--- config.mk ---
export PLATFORM = sky130hd
export DESIGN_NAME = fetch_unit
export DESIGN_NICKNAME = d
export VERILOG_FILES = /design/src/rtl/riscv_pkg.sv /design/src/rtl/pc_next_sel.sv /design/src/rtl/fetch_unit.sv
export SDC_FILE = /design/constraint.sdc
export NUM_CORES = 1
export LEC_CHECK = 0
export CELL_PAD_IN_SITES_DETAIL_PLACEMENT = 1
export CELL_PAD_IN_SITES_GLOBAL_PLACEMENT = 2
export CORE_MARGIN = 5
export CORE_UTILIZATION = 22
export CTS_BUF_LIST = sky130_fd_sc_hd__clkbuf_2
export CTS_CLUSTER_DIAMETER = 100
export DETAILED_ROUTE_END_ITERATION = 16
export GPL_TIMING_DRIVEN = 0
export PLACE_DENSITY_LB_ADDON = 0.1
export RECOVER_POWER = 100
export SLEW_MARGIN = 30
export SYNTH_ARGS = -nofsm -noshare
export SYNTH_HDL_FRONTEND = slang
export SYNTH_SLANG_ARGS = --single-unit
--- constraint.sdc ---
create_clock -name clk -period 2.4 [get_ports clk]
set_input_delay 0.6 -clock clk [delete_from_list [all_inputs] [get_ports clk]]
set_output_delay 0.6 -clock clk [all_outputs]
set_load 0.01 [all_outputs]
--- src/rtl/riscv_pkg.sv ---
// Shared definitions for the RISC-V core front end.
// Contents:
//   fetch_state_t     - fetch FSM state encoding
//   NOP_INSTR         - canonical NOP (addi x0, x0, 0)
//   RESET_PC_DEFAULT  - default reset PC
//   *_LSB/_MSB/_BIT   - bit positions of the fields handed to the control unit
package riscv_pkg;

    typedef enum logic [2:0] {
        ST_IDLE  = 3'd0,
        ST_REQ   = 3'd1,
        ST_WAIT  = 3'd2,
        ST_ISSUE = 3'd3,
        ST_HALT  = 3'd4
    } fetch_state_t;

    localparam logic [31:0] NOP_INSTR        = 32'h0000_0013;
    localparam logic [31:0] RESET_PC_DEFAULT = 32'h0000_0000;

    localparam int OP_LSB       = 0;
    localparam int OP_MSB       = 6;
    localparam int FUNCT3_LSB   = 12;
    localparam int FUNCT3_MSB   = 14;
    localparam int FUNCT7_5_BIT = 30;
    localparam int OP_5_BIT     = 5;

endpackage

--- src/rtl/pc_next_sel.sv ---
// Next-PC selection for the fetch unit (purely combinational).
// Ports:
//   pc         in   current PC
//   pc_src     in   1 = take pc_target instead of pc + 4
//   pc_target  in   branch/jump target from the datapath
//   pc_plus4   out  pc + 4 (wraps modulo 2^XLEN)
//   pc_next    out  selected next PC
//   misaligned out  selected target is not word aligned
module pc_next_sel #(
    parameter int XLEN = 32
) (
    input  logic [XLEN-1:0] pc,
    input  logic            pc_src,
    input  logic [XLEN-1:0] pc_target,
    output logic [XLEN-1:0] pc_plus4,
    output logic [XLEN-1:0] pc_next,
    output logic            misaligned
);

    assign pc_plus4   = pc + XLEN'(4);
    assign pc_next    = pc_src ? pc_target : pc_plus4;
    // Only a taken redirect can misalign; sequential PCs stay aligned.
    assign misaligned = pc_src & (pc_target[1:0] != 2'b00);

endmodule

--- src/rtl/fetch_unit.sv ---
// Instruction-fetch front end: owns the PC, fetches over a req/ready
// handshake, and presents the registered instruction plus decode fields.
// Optional build macro: FETCH_TIMEOUT_EN bounds the WAIT state to
// TIMEOUT_CYCLES cycles; on expiry the unit flags fetch_err and halts.
// Ports:
//   clk, rst_n              clock / synchronous active-low reset
//   imem_req, imem_addr     fetch request and address (= pc)
//   imem_ready, imem_rdata  memory response (rdata valid with ready)
//   pc_src, pc_target       redirect control and target, sampled on consume
//   stall                   hold current instruction in ISSUE
//   instr_valid, instr, pc, pc_plus4   issued instruction and its PC
//   op, funct3, funct7_5, op_5         decode fields sliced from instr
//   fetch_err               sticky error (misaligned target / timeout)
module fetch_unit
    import riscv_pkg::*;
#(
    parameter int              XLEN           = 32,
    parameter logic [XLEN-1:0] RESET_PC       = XLEN'(RESET_PC_DEFAULT),
    parameter int              TIMEOUT_CYCLES = 16
) (
    input  logic            clk,
    input  logic            rst_n,
    output logic            imem_req,
    output logic [XLEN-1:0] imem_addr,
    input  logic            imem_ready,
    input  logic [XLEN-1:0] imem_rdata,
    input  logic            pc_src,
    input  logic [XLEN-1:0] pc_target,
    input  logic            stall,
    output logic            instr_valid,
    output logic [XLEN-1:0] instr,
    output logic [XLEN-1:0] pc,
    output logic [XLEN-1:0] pc_plus4,
    output logic [6:0]      op,
    output logic [2:0]      funct3,
    output logic            funct7_5,
    output logic            op_5,
    output logic            fetch_err
);

    // A zero bound would halt on the first WAIT cycle; reject it early.
    if (TIMEOUT_CYCLES < 1) begin : g_bad_timeout
        $error("fetch_unit: TIMEOUT_CYCLES must be at least 1");
    end

    fetch_state_t    state_reg, state_next;
    logic [XLEN-1:0] pc_reg, pc_next;
    logic [XLEN-1:0] instr_reg, instr_next;
    logic            err_reg, err_next;

    logic [XLEN-1:0] pc_sel;
    logic            target_misaligned;

`ifdef FETCH_TIMEOUT_EN
    localparam int             TO_W    = $clog2(TIMEOUT_CYCLES + 1);
    localparam logic [TO_W-1:0] TO_LAST = TO_W'(TIMEOUT_CYCLES - 1);
    logic [TO_W-1:0] to_cnt_reg, to_cnt_next;
`endif

    pc_next_sel #(
        .XLEN(XLEN)
    ) u_pc_next_sel (
        .pc         (pc_reg),
        .pc_src     (pc_src),
        .pc_target  (pc_target),
        .pc_plus4   (pc_plus4),
        .pc_next    (pc_sel),
        .misaligned (target_misaligned)
    );

    always_ff @(posedge clk) begin
        if (!rst_n) begin
            state_reg <= ST_IDLE;
            pc_reg    <= RESET_PC;
            instr_reg <= XLEN'(NOP_INSTR);
            err_reg   <= 1'b0;
`ifdef FETCH_TIMEOUT_EN
            to_cnt_reg <= '0;
`endif
        end else begin
            state_reg <= state_next;
            pc_reg    <= pc_next;
            instr_reg <= instr_next;
            err_reg   <= err_next;
`ifdef FETCH_TIMEOUT_EN
            to_cnt_reg <= to_cnt_next;
`endif
        end
    end

    always_comb begin
        state_next = state_reg;
        pc_next    = pc_reg;
        instr_next = instr_reg;
        err_next   = err_reg;
`ifdef FETCH_TIMEOUT_EN
        to_cnt_next = to_cnt_reg;
`endif
        case (state_reg)
            ST_IDLE: state_next = ST_REQ;
            ST_REQ: begin
`ifdef FETCH_TIMEOUT_EN
                // Cleared here so every WAIT episode starts counting at zero.
                to_cnt_next = '0;
`endif
                if (imem_ready) begin
                    instr_next = imem_rdata;
                    state_next = ST_ISSUE;
                end else begin
                    state_next = ST_WAIT;
                end
            end
            ST_WAIT: begin
                if (imem_ready) begin
                    instr_next = imem_rdata;
                    state_next = ST_ISSUE;
                end else begin
`ifdef FETCH_TIMEOUT_EN
                    if (to_cnt_reg == TO_LAST) begin
                        err_next   = 1'b1;
                        state_next = ST_HALT;
                    end else begin
                        to_cnt_next = to_cnt_reg + 1'b1;
                    end
`endif
                end
            end
            ST_ISSUE: begin
                if (!stall) begin
                    if (target_misaligned) begin
                        // Keep the faulting instruction's PC for debug.
                        err_next   = 1'b1;
                        state_next = ST_HALT;
                    end else begin
                        pc_next    = pc_sel;
                        state_next = ST_REQ;
                    end
                end
            end
            ST_HALT: state_next = ST_HALT;
            default: state_next = ST_IDLE;
        endcase
    end

    assign imem_req    = (state_reg == ST_REQ) || (state_reg == ST_WAIT);
    assign imem_addr   = pc_reg;
    assign instr_valid = (state_reg == ST_ISSUE);
    assign instr       = instr_reg;
    assign pc          = pc_reg;
    assign fetch_err   = err_reg;

    assign op       = instr_reg[OP_MSB:OP_LSB];
    assign funct3   = instr_reg[FUNCT3_MSB:FUNCT3_LSB];
    assign funct7_5 = instr_reg[FUNCT7_5_BIT];
    assign op_5     = instr_reg[OP_5_BIT];

endmodule

* Word level (Yosys, flattened, before mapping)
Index checks and enable logic that the tools add are counted.
** Word-level totals
- Output and inout port bits :: 143
- Register bits :: 68
** Operators by class
- $add $sub $neg :: 1
- Mux-type cells :: 6
- Bitwise operators :: 3
- Reductions and logical operators :: 8
- Eq/ne operators :: 6
** Operators by type and width (count)
- adder 32 x 3 -> 32 bit (second input constant) :: 1
- two-way mux 32 bit :: 1
- case mux 3 bit (5 select lines) :: 1
- two-way mux 3 bit :: 3
- == test 3 x 2 -> 1 bit (second input constant) :: 2
- AND reduction 3 bit :: 2
- inequality test 2 bit (second input constant) :: 2
- AND reduction 2 bit :: 2
- == test 3 x 1 -> 1 bit (second input constant) :: 1
- == test 3 bit (second input constant) :: 1
- logical NOT 3 bit :: 1
- NOT 1 bit :: 2
- nonzero test 2 bit :: 1
- OR reduction 2 bit :: 1
- AND 1 bit :: 1
- logical OR 1 bit :: 1
- two-way mux 1 bit :: 1

* Logic depth before layout (Yosys ltp)
- Depth in word-level cells :: 5
- Mapped depth :: 9
- Depth with buffers taken out :: 6

* Cells and area by module
From an unflattened synthesis, not the netlist that was laid out.
** Unflattened totals
- Cells, all modules :: 516
- Area total of the unflattened synthesis :: 4197.8 um^2
** Modules (own cells, without submodules)
- fetch_unit :: seq. area each 1361.3 um^2, cells an instance 342, instances 1, area each 3070.4 um^2
- pc_next_sel :: seq. area each 0.0 um^2, cells an instance 174, instances 1, area each 1127.3 um^2

* Worst setup path before layout
OpenSTA, ideal clock, no wires.
- Path type :: reg-to-output
- Start :: register pc_reg[2], in the netlist imem_addr[2]
- End :: output pc_plus4[20]
- Arrival time :: 1.646 ns
- Slack :: 0.154 ns
- Stages on the path, launching flop included :: 7
- Buffers on the path :: 1
- Path through :: dfxtp_1 > ha_1 > nand3_4 > nor4_4 > buf_6 > nand3_4 > xnor2_1
** On the way
- Word-level cells in the longest chain between the ends :: 1
** RTL lines
- from (decl) :: line fetch_unit.sv:47 : logic [XLEN-1:0] pc_reg, pc_next;
- from (signal assigned) :: line fetch_unit.sv:82 : pc_reg <= pc_next;
- adder 32 x 3 -> 32 bit :: line pc_next_sel.sv:20 : assign pc_plus4 = pc + XLEN'(4);
- to (decl) :: line fetch_unit.sv:33 : output logic [XLEN-1:0] pc_plus4,
No other way between the ends.

* Worst setup path after layout
- Start :: register pc_reg[9], in the netlist imem_addr[9]
- End :: output pc_plus4[29]
The elaborated chain is that of the path after synthesis.

==> run metrics <==
first-pass GRT wire length=27700 µm; Routed WL=17500 µm; GRT busiest layer=met2; min setup slack post-route=-0.473 ns; root buffer cell=clkbuf_2; CTS H-tree lvls=3; vias in the first global route=4918; drc violations=0; Rel. slew slack=54.1%; Initial Util=22.5%; met2 usage=27.5%; FF+latch count, synth=68; Setup crit end kind=output pin; # port buffers=211; pwr/cell area=378 mW/mm²; crit path time final=2.87 ns; Syn Area/Cell=8.26 µm²; Crit Reg-Reg Startpoint=state_reg[0]; Overflow after GRT=0; Worst-Margin Slew=0.686 ns; Worst Hold Path EP=instr[25]; Std-Cell Rows=49; Critical Path AT=2.27 ns; critical path required time=1.80 ns; failing checks=setup timing; Layout Cells excl Fill=1013; Die ar.=0.0214 mm²; share of the synthesized area in the top cell type=33.3%; Worst VDD drop=221 µV; largest net degree at the start of global routing=14; Hold Fails Final Rpt=0; CORE AREA=0.0181 mm²; per-cell routed wire length=17.3 µm; Die Y=146 µm; EDFF count, synth=0; final worst path period share=120%; post-synthesis sequential area ratio=33.3%; Reg2Reg Setup Slack=-0.09 ns; largest fanout on the critical path=8; Final nets=848; top post-synthesis cells by area=dfxtp_1, buf_4, nand2_1; Cells after Synth=495; RSZ-0062 raised after global routing=true; met1 usage=19.5%; run status=finished, violations left; Mapped Area=0.00409 mm²; Clock Sinks=68; Worst-path clk slew=0.24 ns; GRT Total Usage=16.1%; dpl hpwl=12800 µm; Post-synth top flop=dfxtp_1; CTS Buffer Depth=2; hold-critical path depth=2; layout cell share with drive strength beyond 1=30.8%; Die Wd=146 µm; I/O Pins=212; cts bufs inserted=9; min-delay src=instr[25]; TritonCTS clock tree=built; setup TNS=-8.49 ns; max_cap viols=0; initial drt markers=128; area leader, netlist=dfxtp_1; vias per cell=4.50; CP Launch Type=flip-flop; FMAX=0.348 GHz; min-delay worst type=reg2reg; most common cell after layout, fill and taps aside=clkdlybuf4s50_1; Async S/R FF share, synth=0%; vias post-DR=4554; Final Util=40.3%; commonest cells after routing, fill and taps aside=clkdlybuf4s50_1, nand2_1, buf_4; Worst-Skew Late Latency=0.54 ns; post-route ant nets=0; final setup fails=25; syn_nets=565; DR pass1 iterations=4; Worst Skew=0.0201 ns; Final Max Slew Viols=0; WS Path Type=reg2out; routability cong.=0.752; hold_buf cts=0; r2r worst-path depth=8; reg-to-reg endpoint=imem_addr[15]; Synth Warn #=0; routing usage on met3=5.08%; Leak Pwr=0.00319 µW; Layout area overhead=78.9%; # placed instances=935; initial antenna violation count=2; Cell variety after synth=58; fillers=2179
logic make-up after synthesis:
group / synth area share (%)
xor+xnor: 7.13
buf+inv: 14.4
mux: 0.490
flops: 33.3
simple gates: 27.1
compound gates: 17.3
fa+ha+maj: 0.306
power breakdown:
| group | internal, µW | switching [µW] | total [µW] | leakage, µW |
|---|---|---|---|---|
| clock network | 456 | 505 | 961 | 0.0000927 |
| logic | 327 | 269 | 596 | 0.00253 |
| registers | 1170 | 37.3 | 1210 | 0.000568 |
| total | 1960 | 811 | 2770 | 0.00319 |
worst max-delay path by stage:
stage / endpoint / cells after the start / start / slack, ns
2_1_floorplan: pc_plus4[20] / 6 / imem_addr[2] / 0.15
3_3_place_gp: pc_plus4[30] / 6 / imem_addr[2] / -0.71
3_5_place_dp: pc_plus4[30] / 6 / imem_addr[2] / -0.70
4_1_cts: pc_plus4[29] / 8 / imem_addr[2] / -0.60
5_1_grt: pc_plus4[31] / 8 / imem_addr[9] / -0.70
6_report: pc_plus4[29] / 8 / imem_addr[9] / -0.47
cell usage after synthesis, drive strengths merged (2+ instances only):
cell	number
nor3	7
xnor2	25
nand4	12
nor3b	3
buf	66
nor2b	4
a21boi	36
and4	3
or2	2
and3	9
and2	7
nand3	33
nor4	2
mux2i	2
a32o	4
a31oi	3
clkbuf	19
nand2b	3
a211oi	2
o311ai	10
nand2	106
inv	4
dfxtp	68
a21oi	8
xor2	4
nor2	14
o21ai	14
a41oi	2
o211ai	5
a31o	6
layer usage:
metal  vias to the layer above  routed length [µm]
met5                         -                  11
met4                         2                 238
met3                        16                1130
met2                       132                8480
met1                      2163                7620
li1                       2241                   -
what timing repair did:
item	CTS	global route
setup buffers	53	15
endpoints found under the setup margin	53	44
pin swaps	25	29
resized for setup	188	41
critical path, cell delays in order (launching register included):
cell and delay (ns):
dfxtp_2 0.40, buf_6 0.14, nand4_4 0.09, nor4_4 0.35, buf_6 0.16, buf_6 0.10
nand4_1 0.14, xnor2_2 0.19, buf_2 0.17
area by class of cell:
type / count / area, µm² / area share [%]
diodes: 1 / 2.50 / 0.0342
repair buffers: 272 / 2480 / 33.9
flip-flops and latches: 68 / 1420 / 19.4
plain buffers: 85 / 594 / 8.13
inverters: 4 / 15.0 / 0.205
clock buffers: 9 / 45.0 / 0.616
clock inverters: 7 / 124 / 1.69
well taps: 229 / 287 / 3.92
multi-input cells: 338 / 2350 / 32.1
through the flow:
step	total power (µW)	setup slack, ns	hold slack (ns)	instance area [µm²]
after detailed placement	1860	-0.702	0.449	6490
after global placement	1850	-0.711	0.441	6490
after floorplan	1500	0.154	0.479	4090
after CTS	2850	-0.604	0.476	7150
final	2770	-0.473	0.468	7310
after global routing	2930	-0.704	0.489	7310
No activity file was read; power rests on OpenSTA's default activity.
==> edit: new RTL, same settings <==
Reset style: asynchronous (`rst_n`), changed in one clocked block. Comments in the files are not updated.
--- a/src/rtl/fetch_unit.sv
+++ b/src/rtl/fetch_unit.sv
@@ -68,7 +68,7 @@
         .misaligned (target_misaligned)
     );
 
-    always_ff @(posedge clk) begin
+    always_ff @(posedge clk or negedge rst_n) begin
         if (!rst_n) begin
             state_reg <= ST_IDLE;
             pc_reg    <= RESET_PC;
Behaviour: differs if rst_n is asserted again (counterexample within 4 cycles, from zero or initial values and one cycle with rst_n low); with rst_n held inactive, the same outputs for 4 cycles.
==> edit against the original RTL <==
The run ends with capacitance limit, slew limit, setup timing left. Global-route usage up 1.4 points. Register-to-register slack better by 0.18 ns. Synthesized area up 16%. Maximum frequency down 1.1%. Final area up 18%. Critical path depth down 1. Wire length up 30%. Sequential cell count unchanged. Setup slack worse by 0.033 ns. Critical path type unchanged.
Power is not compared: it rests on default switching activity, and its combinational part moved more than twofold at a synthesized area within 25%.
==> edit: results (changes against the original RTL) <==
stage,metric,value,unit,change
route,viasPerCell,4.852,,+7.9%
placement,dp_hpwl,16020,µm,+25%
sta,min_period,2.906,ns,+0.03316 ns
cells_and_area,nets,924,,+9.0%
global_route,track_usage,0.1753,,+0.01441
placement,io_buffers,210,,-0.47%
sta,skew,0.04456,ns,+0.02442 ns
run_status,violations,"capacitance limit, slew limit, setup timing",,
cells_and_area,final_layout_size_suffix_gt1_frac,0.4168,,+0.1090
global_route,grt_pass1_wl,33440,µm,+21%
critical_path,critPathMaxFanout,4,,-4
synthesis,ys_top_cells_by_count,"65 x dfrtp_1, 52 x buf_4, 38 x nor2_1, 36 x mux2_2, 29 x nand2_1",,
cells_and_area,n_fill_cell,2460,,+13%
synthesis,synth-adder-area-share,0.002636,,-0.0004252
synthesis,synth.distinct_cells,63,,+8.6%
critical_path,worst-r2r-setup-slack,0.09,ns,+0.18 ns
synthesis,synthMuxAreaShare,0.08988,,+0.08498
global_route,grt_max_degree,45,,+31
sta,max_slew_margin,-0.07470,,-0.6156
critical_path,arrival,2.31,ns,+0.04 ns
synthesis,synth_async_sr_flop_share,1.000,,+1.000
synthesis,synth-compound-area-share,0.1431,,-0.03013
synthesis,seq_area_frac_synth,0.3593,,+0.02622
run_status,status,finished with violations,,
critical_path,cp-startpoint,imem_addr[3],,
cts,clkSlewWorstSetupHoldPaths,0.26,ns,+0.02 ns
global_route,antenna_found_initial,1,,-1
route,wire_per_inst,20.06,µm,+16%
route,drtPass1Iterations,5,,+1
sta,finalSetupViolations,28,,+12%
worst_hold_path,min_from,fetch_err,,
sta,slew_violations,26,,+26
sta,setup_ws,-0.5060,ns,-0.03316 ns
job,drv_cap,1,,+1
synthesis,synth_xor_area_frac,0.05351,,-0.01781
critical_path,critPathMaxStageDelay,0.43,ns,+0.03 ns
==> edit: through the flow <==
step / hold WS, ns / power, W / area (µm²) / setup TNS (ns) / instances
final: 0.4997 / 0.007659 / 8640 / -9.888 / 1135
after global routing: 0.5472 / 0.008157 / 8640 / -15.50 / 1135
after CTS: 0.3971 / 0.007773 / 8318 / -9.902 / 1097
after detailed placement: 0.4712 / 0.006699 / 7223 / -26.81 / 999
after global placement: 0.4602 / 0.006596 / 7194 / -164.52 / 998
after floorplan: 0.3044 / 0.004234 / 4748 / 0 / 513
==> edit: path summary, 6_finish.rpt <==
kind                       depth (start not counted)             to
max                                                7   pc_plus4[28]
min reg2reg                                        1      fetch_err
min in group asynchronous                          2   imem_addr[3]
max reg2reg                                        7  imem_addr[22]
min                                                1      fetch_err
max in group asynchronous                          3       instr[0]
==> edit: cell families after synthesis <==
kind of cell               after synthesis
DFF                                     68
AOI/OAI and AO/OA                       89
xor gates and xnor gates                29
muxes                                   38
and+or+nand+nor                        183
adders and majority gates                1
buffers and inverters                  105
==> edit: final cells by class <==
class	count	area share
clock inverter	7	0.005938
sequential	68	0.1986
antenna	1	0.0002896
timing repair buffer	331	0.3327
buffer	98	0.08429
clock buffer	9	0.005214
tap	275	0.03983
multi-input combinational	340	0.3306
inverter	6	0.002607
==> edit: layer usage <==
metal | vias up | wire length [µm] | GRT usage | part of all wire
li1 | 2525 | - | - | -
met1 | 2709 | 9841 | 0.2298 | 0.43
met2 | 244 | 10960 | 0.2974 | 0.48
met3 | 29 | 1516 | 0.02777 | 0.067
met4 | 0 | 444 | 0.05372 | 0.020
met5 | - | 0 | 0 | 0
==> edit: timing repair <==
item,in CTS,in global routing
endpoints found under the setup margin,50,51
hold buffers,1,0
pin swaps,36,38
resized for setup,270,65
setup buffers,82,42
endpoints found under the hold margin,24,0
==> edit: power by group <==
part / switching (W) / internal (W) / total [W]
clock network: 0.000526 / 0.000138 / 0.000664
registers: 0.000288 / 0.00160 / 0.00189
logic: 0.00232 / 0.00278 / 0.00511
total: 0.00314 / 0.00452 / 0.00766
